`src/rtl/cnn_layer_pkg.sv`:
```
// Shared CNN layer-stage definitions.
// Purpose: common sizes and FSM state encoding for the pooled-map buffers.
// Contents: layer-2 pool buffer sizes (DATA_W/DEPTH/ADDR_W) and buffer FSM states.
package cnn_layer_pkg;

  localparam int unsigned POOL2_DATA_W = 8;
  localparam int unsigned POOL2_DEPTH  = 169;  // 13x13 pooled map
  localparam int unsigned POOL2_ADDR_W = 8;

  typedef enum logic [1:0] {
    ST_FILL  = 2'd0,
    ST_READY = 2'd1,
    ST_DRAIN = 2'd2
  } buf_state_e;

endpackage

```
`src/rtl/m_pool_ram_2.sv`:
```
// Simple dual-port RAM for the layer-2 pooled map.
// Ports:
//   clk                      - rising-edge clock
//   wr_en/wr_addr/wr_data    - synchronous write port
//   rd_en/rd_addr            - read request; rd_data updates the next cycle
//   rd_data                  - registered read data, held while rd_en is low
// Contents are not reset.
module m_pool_ram_2 #(
  parameter int unsigned DATA_W = 8,
  parameter int unsigned DEPTH  = 169,
  parameter int unsigned ADDR_W = 8
) (
  input  logic              clk,
  input  logic              wr_en,
  input  logic [ADDR_W-1:0] wr_addr,
  input  logic [DATA_W-1:0] wr_data,
  input  logic              rd_en,
  input  logic [ADDR_W-1:0] rd_addr,
  output logic [DATA_W-1:0] rd_data
);

  logic [DATA_W-1:0] mem_q [DEPTH];
  logic [DATA_W-1:0] rd_data_q;

  always_ff @(posedge clk) begin
    if (wr_en) mem_q[wr_addr] <= wr_data;
  end

  always_ff @(posedge clk) begin
    if (rd_en) rd_data_q <= mem_q[rd_addr];
  end

  assign rd_data = rd_data_q;

endmodule

```
`src/rtl/m_pool_buffer_2.sv`:
```
// Layer-2 pooled-map buffer between the layer-2 pooling stage and layer 3.
// Fills DEPTH samples, then exposes them for random-access reads until the
// consumer signals done, then recycles.
// Ports:
//   clk, rst (sync, active-high)
//   d_in, data_available        - incoming pooled sample + one-cycle strobe
//   layer_2_ready               - upstream finished (level); early rise flags err_short
//   layer_3_rd_en/read_addr     - consumer read; d_out valid the next cycle
//   layer_3_done                - consumer finished pulse
//   d_out                       - registered read data (0 for out-of-range reads)
//   layer_3_begin               - buffer full, readable
//   write_count                 - samples stored in the current fill
//   err_overflow, err_short     - sticky error flags
module m_pool_buffer_2
  import cnn_layer_pkg::*;
#(
  parameter int unsigned DATA_W = POOL2_DATA_W,
  parameter int unsigned DEPTH  = POOL2_DEPTH,
  parameter int unsigned ADDR_W = POOL2_ADDR_W
) (
  input  logic              clk,
  input  logic              rst,
  input  logic [DATA_W-1:0] d_in,
  input  logic              data_available,
  input  logic              layer_2_ready,
  input  logic              layer_3_rd_en,
  input  logic [ADDR_W-1:0] layer_3_read_addr,
  input  logic              layer_3_done,
  output logic [DATA_W-1:0] d_out,
  output logic              layer_3_begin,
  output logic [ADDR_W-1:0] write_count,
  output logic              err_overflow,
  output logic              err_short
);

  localparam logic [ADDR_W-1:0] DEPTH_A = ADDR_W'(DEPTH);
  localparam logic [ADDR_W-1:0] LAST_A  = ADDR_W'(DEPTH - 1);

  buf_state_e        state_q, state_d;
  logic [ADDR_W-1:0] wcount_q, wcount_d;
  logic              ovf_q, ovf_d;
  logic              short_q, short_d;
  logic              l2r_q;
  logic              zero_q, zero_d;
  logic              ram_wr_en, ram_rd_en;
  logic [DATA_W-1:0] ram_rd_data;
  logic              l2r_rise;
  logic              rd_oor;

  assign l2r_rise = layer_2_ready & ~l2r_q;
  assign rd_oor   = (layer_3_read_addr >= DEPTH_A);

  always_comb begin
    state_d   = state_q;
    wcount_d  = wcount_q;
    ovf_d     = ovf_q;
    short_d   = short_q;
    zero_d    = zero_q;
    ram_wr_en = 1'b0;
    ram_rd_en = 1'b0;
    case (state_q)
      ST_FILL: begin
        // layer_3_done is not looked at here, so a final write always wins.
        if (data_available) begin
          ram_wr_en = 1'b1;
          wcount_d  = wcount_q + 1'b1;
          if (wcount_q == LAST_A) state_d = ST_READY;
        end
        if (l2r_rise && (wcount_q < DEPTH_A)) short_d = 1'b1;
      end
      ST_READY: begin
        if (data_available) ovf_d = 1'b1;
        // The RAM output register only loads on in-range reads; zero_q masks
        // it for out-of-range reads and after reset, so d_out holds otherwise.
        if (layer_3_rd_en) begin
          if (rd_oor) begin
            zero_d = 1'b1;
          end else begin
            ram_rd_en = 1'b1;
            zero_d    = 1'b0;
          end
        end
        if (layer_3_done) state_d = ST_DRAIN;
      end
      ST_DRAIN: begin
        if (data_available) ovf_d = 1'b1;
        wcount_d = '0;
        state_d  = ST_FILL;
      end
      default: begin
        state_d  = ST_FILL;
        wcount_d = '0;
      end
    endcase
  end

  always_ff @(posedge clk) begin
    if (rst) begin
      state_q  <= ST_FILL;
      wcount_q <= '0;
      ovf_q    <= 1'b0;
      short_q  <= 1'b0;
      l2r_q    <= 1'b0;
      zero_q   <= 1'b1;
    end else begin
      state_q  <= state_d;
      wcount_q <= wcount_d;
      ovf_q    <= ovf_d;
      short_q  <= short_d;
      l2r_q    <= layer_2_ready;
      zero_q   <= zero_d;
    end
  end

  m_pool_ram_2 #(
    .DATA_W (DATA_W),
    .DEPTH  (DEPTH),
    .ADDR_W (ADDR_W)
  ) u_ram (
    .clk     (clk),
    .wr_en   (ram_wr_en),
    .wr_addr (wcount_q),
    .wr_data (d_in),
    .rd_en   (ram_rd_en),
    .rd_addr (layer_3_read_addr),
    .rd_data (ram_rd_data)
  );

  assign d_out         = zero_q ? '0 : ram_rd_data;
  assign layer_3_begin = (state_q == ST_READY);
  assign write_count   = wcount_q;
  assign err_overflow  = ovf_q;
  assign err_short     = short_q;

endmodule
```
`config.mk`:
```
export PLATFORM = sky130hd
export DESIGN_NAME = m_pool_buffer_2
export DESIGN_NICKNAME = d
export VERILOG_FILES = /design/src/rtl/cnn_layer_pkg.sv /design/src/rtl/m_pool_ram_2.sv /design/src/rtl/m_pool_buffer_2.sv
export SDC_FILE = /design/constraint.sdc
export NUM_CORES = 1
export LEC_CHECK = 0
export ABC_AREA = 1
export BUFFER_PORTS_ARGS = -buffer_cell sky130_fd_sc_hd__buf_4
export CORE_MARGIN = 4
export CORE_UTILIZATION = 25
export DETAILED_ROUTE_END_ITERATION = 12
export HOLD_SLACK_MARGIN = 0.05
export SKIP_CTS_REPAIR_TIMING = 1
export SYNTH_ARGS = -nofsm -noshare
export SYNTH_HDL_FRONTEND = slang
export SYNTH_HIERARCHICAL = 1
export SYNTH_SLANG_ARGS = --single-unit
```
`constraint.sdc`:
```
create_clock -name clk -period 4.8 [get_ports clk]
set_input_delay 1.44 -clock clk [delete_from_list [all_inputs] [get_ports clk]]
set_output_delay 1.44 -clock clk [all_outputs]
set_load 0.02 [all_outputs]
```
# Yosys cells after proc, flatten, opt, wreduce, memory -nomap -nowiden
# Memory sizes are Yosys's and may differ from the RTL's. A register that Yosys moved wholly into a read port is not among the register bits.
# Index checks and enable logic that the tools add are counted.
[totals]
reg_bits = 14
word_cells = 42
input_bits = 22
ram_bits = 1352
out_inout_bits = 19
latch_bits = 0
n_memories = 1
romBits = 0
[mem_list]
columns = ["memory", "words", "word_bits", "rd", "rd_clocked_by_memory_dff", "write_ports", "line", "source"]
rows = [
  ["u_ram.mem_q", 169, 8, 1, 1, 1, "m_pool_ram_2.sv:22", "logic [DATA_W-1:0] mem_q [DEPTH];"],
]
[classes]
n_mux = 15
bitwise = 3
n_eq_ne = 6
n_mul = 0
div_mod_pow = 0
add_sub_neg = 1
n_lt_le_gt_ge = 2
n_reduce_logical = 8
shift = 0
[ops]
columns = ["cell", "count"]
rows = [
  ["$mux 8", 2],
  ["$pmux 8 s2", 1],
  ["$add 8x1->8 const B", 1],
  ["$eq 8x8->1 const B", 1],
  ["$ge 8x8->1 const B", 1],
  ["$lt 8x8->1 const B", 1],
  ["$mux 1", 8],
  ["$reduce_and 2->1", 4],
  ["$mux 2", 3],
  ["$ne 2x2->1 const B", 3],
  ["$pmux 2 s2", 1],
  ["$reduce_and 3->1", 1],
  ["$eq 2x1->1 const B", 1],
  ["$eq 2x2->1 const B", 1],
  ["$logic_not 2->1", 1],
  ["$not 1->1", 2],
  ["$reduce_or 2->1", 1],
  ["$and 1x1->1", 1],
  ["$logic_and 1x1->1", 1],
]

# Logic depth before layout (Yosys ltp)
[logic_depth]
word_depth = 4
mapped_depth = 14
mapped_depth_nobuf = 11

# Hierarchy
# Netlist, hierarchy kept.
[modules_own_cells]
columns = ["module", "instances", "seq_area_each_um2", "area_per_inst_um2", "cells_per_inst"]
rows = [
  ["m_pool_ram_2", 1, 40839.2, 55234.2, 4574],
  ["m_pool_buffer_2", 1, 280.3, 879.6, 143],
]

# Least setup slack after synthesis
# OpenSTA, ideal clock, no wires.
[synth_path]
path_type = "input to register"
startpoint = "input port data_available"
endpoint = "memory u_ram.mem_q[104][0] (enable)"
setup_time_ns = 0.383
required_ns = 4.417
n_path_buf = 2
arrival_ns = 2.886
setup_slack_ns = 1.531
stages = 6
cell_sequence = "nand2_1 -> inv_1 -> clkbuf_1 -> nand3_1 -> clkbuf_1 -> nor3_1"
[synth_via]
elab_chain_len = 4
[synth_rtl]
columns = ["element", "line", "source"]
rows = [
  ["start: declaration", "m_pool_buffer_2.sv:24", "input logic data_available,"],
  ["$mux 1", "m_pool_buffer_2.sv:64", "if (data_available) begin"],
  ["$mux 1", "m_pool_buffer_2.sv:61", "case (state_q)"],
  ["via ram_wr_en", "m_pool_buffer_2.sv:45", "logic ram_wr_en, ram_rd_en;"],
  ["$mux 1", "m_pool_ram_2.sv:26", "if (wr_en) mem_q[wr_addr] <= wr_data;"],
  ["$mux 1 (implied by the code)", "m_pool_ram_2.sv:26", ""],
  ["end: declaration", "m_pool_ram_2.sv:22", ""],
]
# The timed path passes the listed nets, and every way through them passes these cells.

# Worst setup path after layout
[layout_path]
startpoint = "input port layer_3_read_addr[0]"
endpoint = "register u_ram.rd_data_q[6], in the netlist u_ram/rd_data[6], read port of u_ram.mem_q, data pin"
[layout_via]
elab_chain_len = 4
[layout_rtl]
columns = ["element", "line", "source"]
rows = [
  ["start: declaration", "m_pool_buffer_2.sv:27", "input logic [ADDR_W-1:0] layer_3_read_addr,"],
  ["$ge 8x8->1", "m_pool_buffer_2.sv:51", "assign rd_oor = (layer_3_read_addr >= DEPTH_A);"],
  ["$mux 1", "m_pool_buffer_2.sv:76", "if (rd_oor) begin"],
  ["$mux 1", "m_pool_buffer_2.sv:75", "if (layer_3_rd_en) begin"],
  ["$mux 1", "m_pool_buffer_2.sv:61", ""],
  ["end: declaration", "m_pool_ram_2.sv:23", "logic [DATA_W-1:0] rd_data_q;"],
]
# Parallel ways exist; a longest one is shown, timed or not.
# A chain may end at the register's enable or synchronous reset.

==> reports/qor.yml <==
timing:
  finClkSkew_ps: 21.0
  worst_pin_slew_ps: 1100
  finalCriticalPeriod_ps: 3440
  rsz0062_at_grt: "false"
  tns_ps: 0
  clock.fmax_mhz: 291
  finalSetupViolations: 0
  fin_crit_sh_pct: 71.6
  slew_headroom_pct: 26.9
  layout_setup_ws_ps: 1360
  final-hold-violation-count: 0
  slew_violations: 0
floorplanning:
  rows: 173
  dieArea_sq_mm: 0.232
  coreArea_sq_mm: 0.223
  ios: 41
  start_util_pct: 25.2
  die_h_um: 482
  die_x_um: 482
clock_tree:
  cts_root_buffer: "clkbuf_16"
  clock_path_buffers: 3
  tritoncts: "yes"
  cts.clk_slew.worst_paths_ps: 60
  cts-buffers-inserted: 143
  clock_latency_ps: 760
  htree_levels: 4
  clock-sinks: 1374
grt:
  antenna_found_initial: 3
  overflow: 0
  grt_max_degree: 202
  grt.total_usage_pct: 12.9
  grt_first_pass_wirelength_mm: 229
  grt_pass1_vias: 35000
routing:
  met2_length_mm: 72.0
  via_per_inst: 4.71
  wire_per_inst_um: 19.7
  drt_iter0_drc: 4090
  wl_met1_mm: 64.5
  drc: 0
  wl_mm: 154
  dr_total_vias: 36900
  ant_nets: 0
  maxUsedRoutingLayer: "met4"
  wl_met3_mm: 12.3
  dr.pass1.iters: 5
hold_path:
  hp-class: "reg2reg"
yosys:
  seq_area_frac_synth_pct: 73.3
  async_flop_share_pct: 0
  syn_avg_cell_area_sq_um: 11.9
  ys.flop_type: "edfxtp_1"
  syn_nets: 4745
  synth_warnings: 6
  synth.distinct_cells: 29
  ys_seq_elements: 1374
  synthCells: 4717
  synth_area_sq_mm: 0.0561
  synth-edff-count: 1360
placement:
  place_ws_ps: 698
  gp_routability_congestion: 0.860
  portBuffers: 40
  dpl.hpwl_mm: 87.5
setup_path:
  cp_max_fo: 160
  crit_top_cell: "nand3_1"
  path_cells: "buf_8, inv_16, buf_4, nand2_1, nand3_1, nand3_1, nand3_1, nand3_1, nand2_1, nand2_1, nand3_1, nand3_1, nand2_1"
  critPathBufInv: 3
  end_kind: "flop"
  slowest_delay_ps: 400
  crit_path_top_delay_cell: "buf_4"
  arrival_ps: 4070
  worstPathRequired_ps: 5430
  crit_type: "in2reg"
  cp_top_family: "simple AND/OR/NAND/NOR gates"
  r2r_setup_slack_ps: 1710
  cp-start-kind: "input port"
status:
  outcome: "finished clean"
cells_and_area:
  final_nets: 4768
  drive_gt1_share_pct: 8.14
  n_antenna_cell: 0
  areaGrowthSynthToFinish_pct: 15.3
power:
  power.leakage_uw: 0.0219
  power_density_mw_per_mm2: 395
  ir_worst_vdd_uv: 363
run:
  cap_violations: 0
[metal layers]
metal / GRT usage, % / vias up
met2: 20.5 / 1526
met4: 4.88 / 0
met5: 0 / -
li1: - / 16800
met3: 2.22 / 267
met1: 17.6 / 18200
[cell type report]
class / instances / area (sq um)
clock buffers: 183 / 3870
clock inverters: 76 / 694
fillers: 22500 / 158000
inverters: 70 / 293
multi-input cells: 2962 / 13100
flip-flops and latches: 1374 / 41100
well taps: 2975 / 3720
repair buffers: 189 / 1920
[Yosys cell counts, types with 6 or more instances]
| cell type | instances | area (sq um) |
|---|---|---|
| edfxtp_1 | 1360 | 40800 |
| nand2_1 | 1249 | 4690 |
| nand3_1 | 1045 | 5230 |
| nor2_1 | 357 | 1340 |
| buf_2 | 161 | 806 |
| o21ai_0 | 145 | 726 |
| clkbuf_1 | 72 | 270 |
| inv_1 | 63 | 236 |
| a21oi_1 | 37 | 185 |
| o22ai_1 | 35 | 219 |
| o211ai_1 | 33 | 248 |
| buf_4 | 28 | 210 |
| buf_6 | 26 | 293 |
| buf_1 | 24 | 90.1 |
| o21ai_1 | 16 | 80.1 |
| dfxtp_1 | 14 | 280 |
| nor3_1 | 13 | 65.1 |
| o221ai_1 | 10 | 87.6 |
| nand4_1 | 9 | 56.3 |
| ha_1 | 6 | 75.1 |
| inv_2 | 6 | 22.5 |
[worst reg2reg max path, cell delays in order (launching register included)]
cell     delay (ps)
dfxtp_1         310
inv_1           130
ha_1            310
nand2_1         170
inv_1           310
nand3_1         550
buf_4           360
nor2_1          570
[placed cells by master, fill, tap and decap left out, types with 2 or more instances in the layout]
cell type	netlist	final
a21oi_1	37	37
buf_12	0	36
buf_4	28	142
buf_6	26	9
buf_8	0	2
bufinv_16	0	10
clkbuf_1	72	33
clkbuf_16	0	149
clkinv_1	0	31
clkinv_2	0	25
clkinv_8	0	4
clkinvlp_4	0	2
dfxtp_1	14	14
edfxtp_1	1360	1360
ha_1	6	6
inv_1	63	61
inv_16	0	4
inv_2	6	5
inv_6	0	3
nand2_1	1249	1249
nand3_1	1045	1045
nand4_1	9	9
nor2_1	357	357
nor3_1	13	13
o211ai_1	33	33
o21ai_0	145	145
o21ai_1	16	16
o221ai_1	10	10
o22ai_1	35	35
[worst paths after layout]
path	start	to	cells past startpoint
worst max-delay path	layer_3_read_addr[0]	u_ram/rd_data[6]	13
worst min-delay path	err_short	err_short	2
worst max register to register	state_q[1]	u_ram/mem_q[37][4]	7
worst min register to register	err_short	err_short	2
[logic make-up after synthesis]
family / count (synthesis) / synth area share [%]
fa+ha+maj: 6 / 0.134
compound gates: 279 / 2.81
simple gates: 2677 / 20.3
flops: 1374 / 73.3
buf+inv: 381 / 3.45
[metrics by stage]
step | hold WS [ps] | cells | area (sq um) | power (uW) | utilization (%)
final | 458 | 7829 | 64700 | 25500 | 29.0
after global routing | 491 | 7829 | 64700 | 26400 | 29.0
after CTS | 457 | 7829 | 64700 | 25700 | 29.0
after detailed placement | 448 | 7570 | 60100 | 14900 | 27.0
after global placement | 442 | 7570 | 60100 | 14900 | 27.0
after floorplan | 452 | 4717 | 56100 | 14300 | -
[registers in the layout, indices dropped and copies added (netlist names)]
signal,flops
l2r_q,1
err_short,1
zero_q,1
u_ram/rd_data,8
u_ram/mem_q,1352
err_overflow,1
state_q,2
write_count,8
[power breakdown]
part / switching, uW / internal (uW)
Clock: 4560 / 6250
Sequential: 7.96 / 13200
Combinational: 1120 / 374
Note: power is estimated with default switching activity, not from simulation.
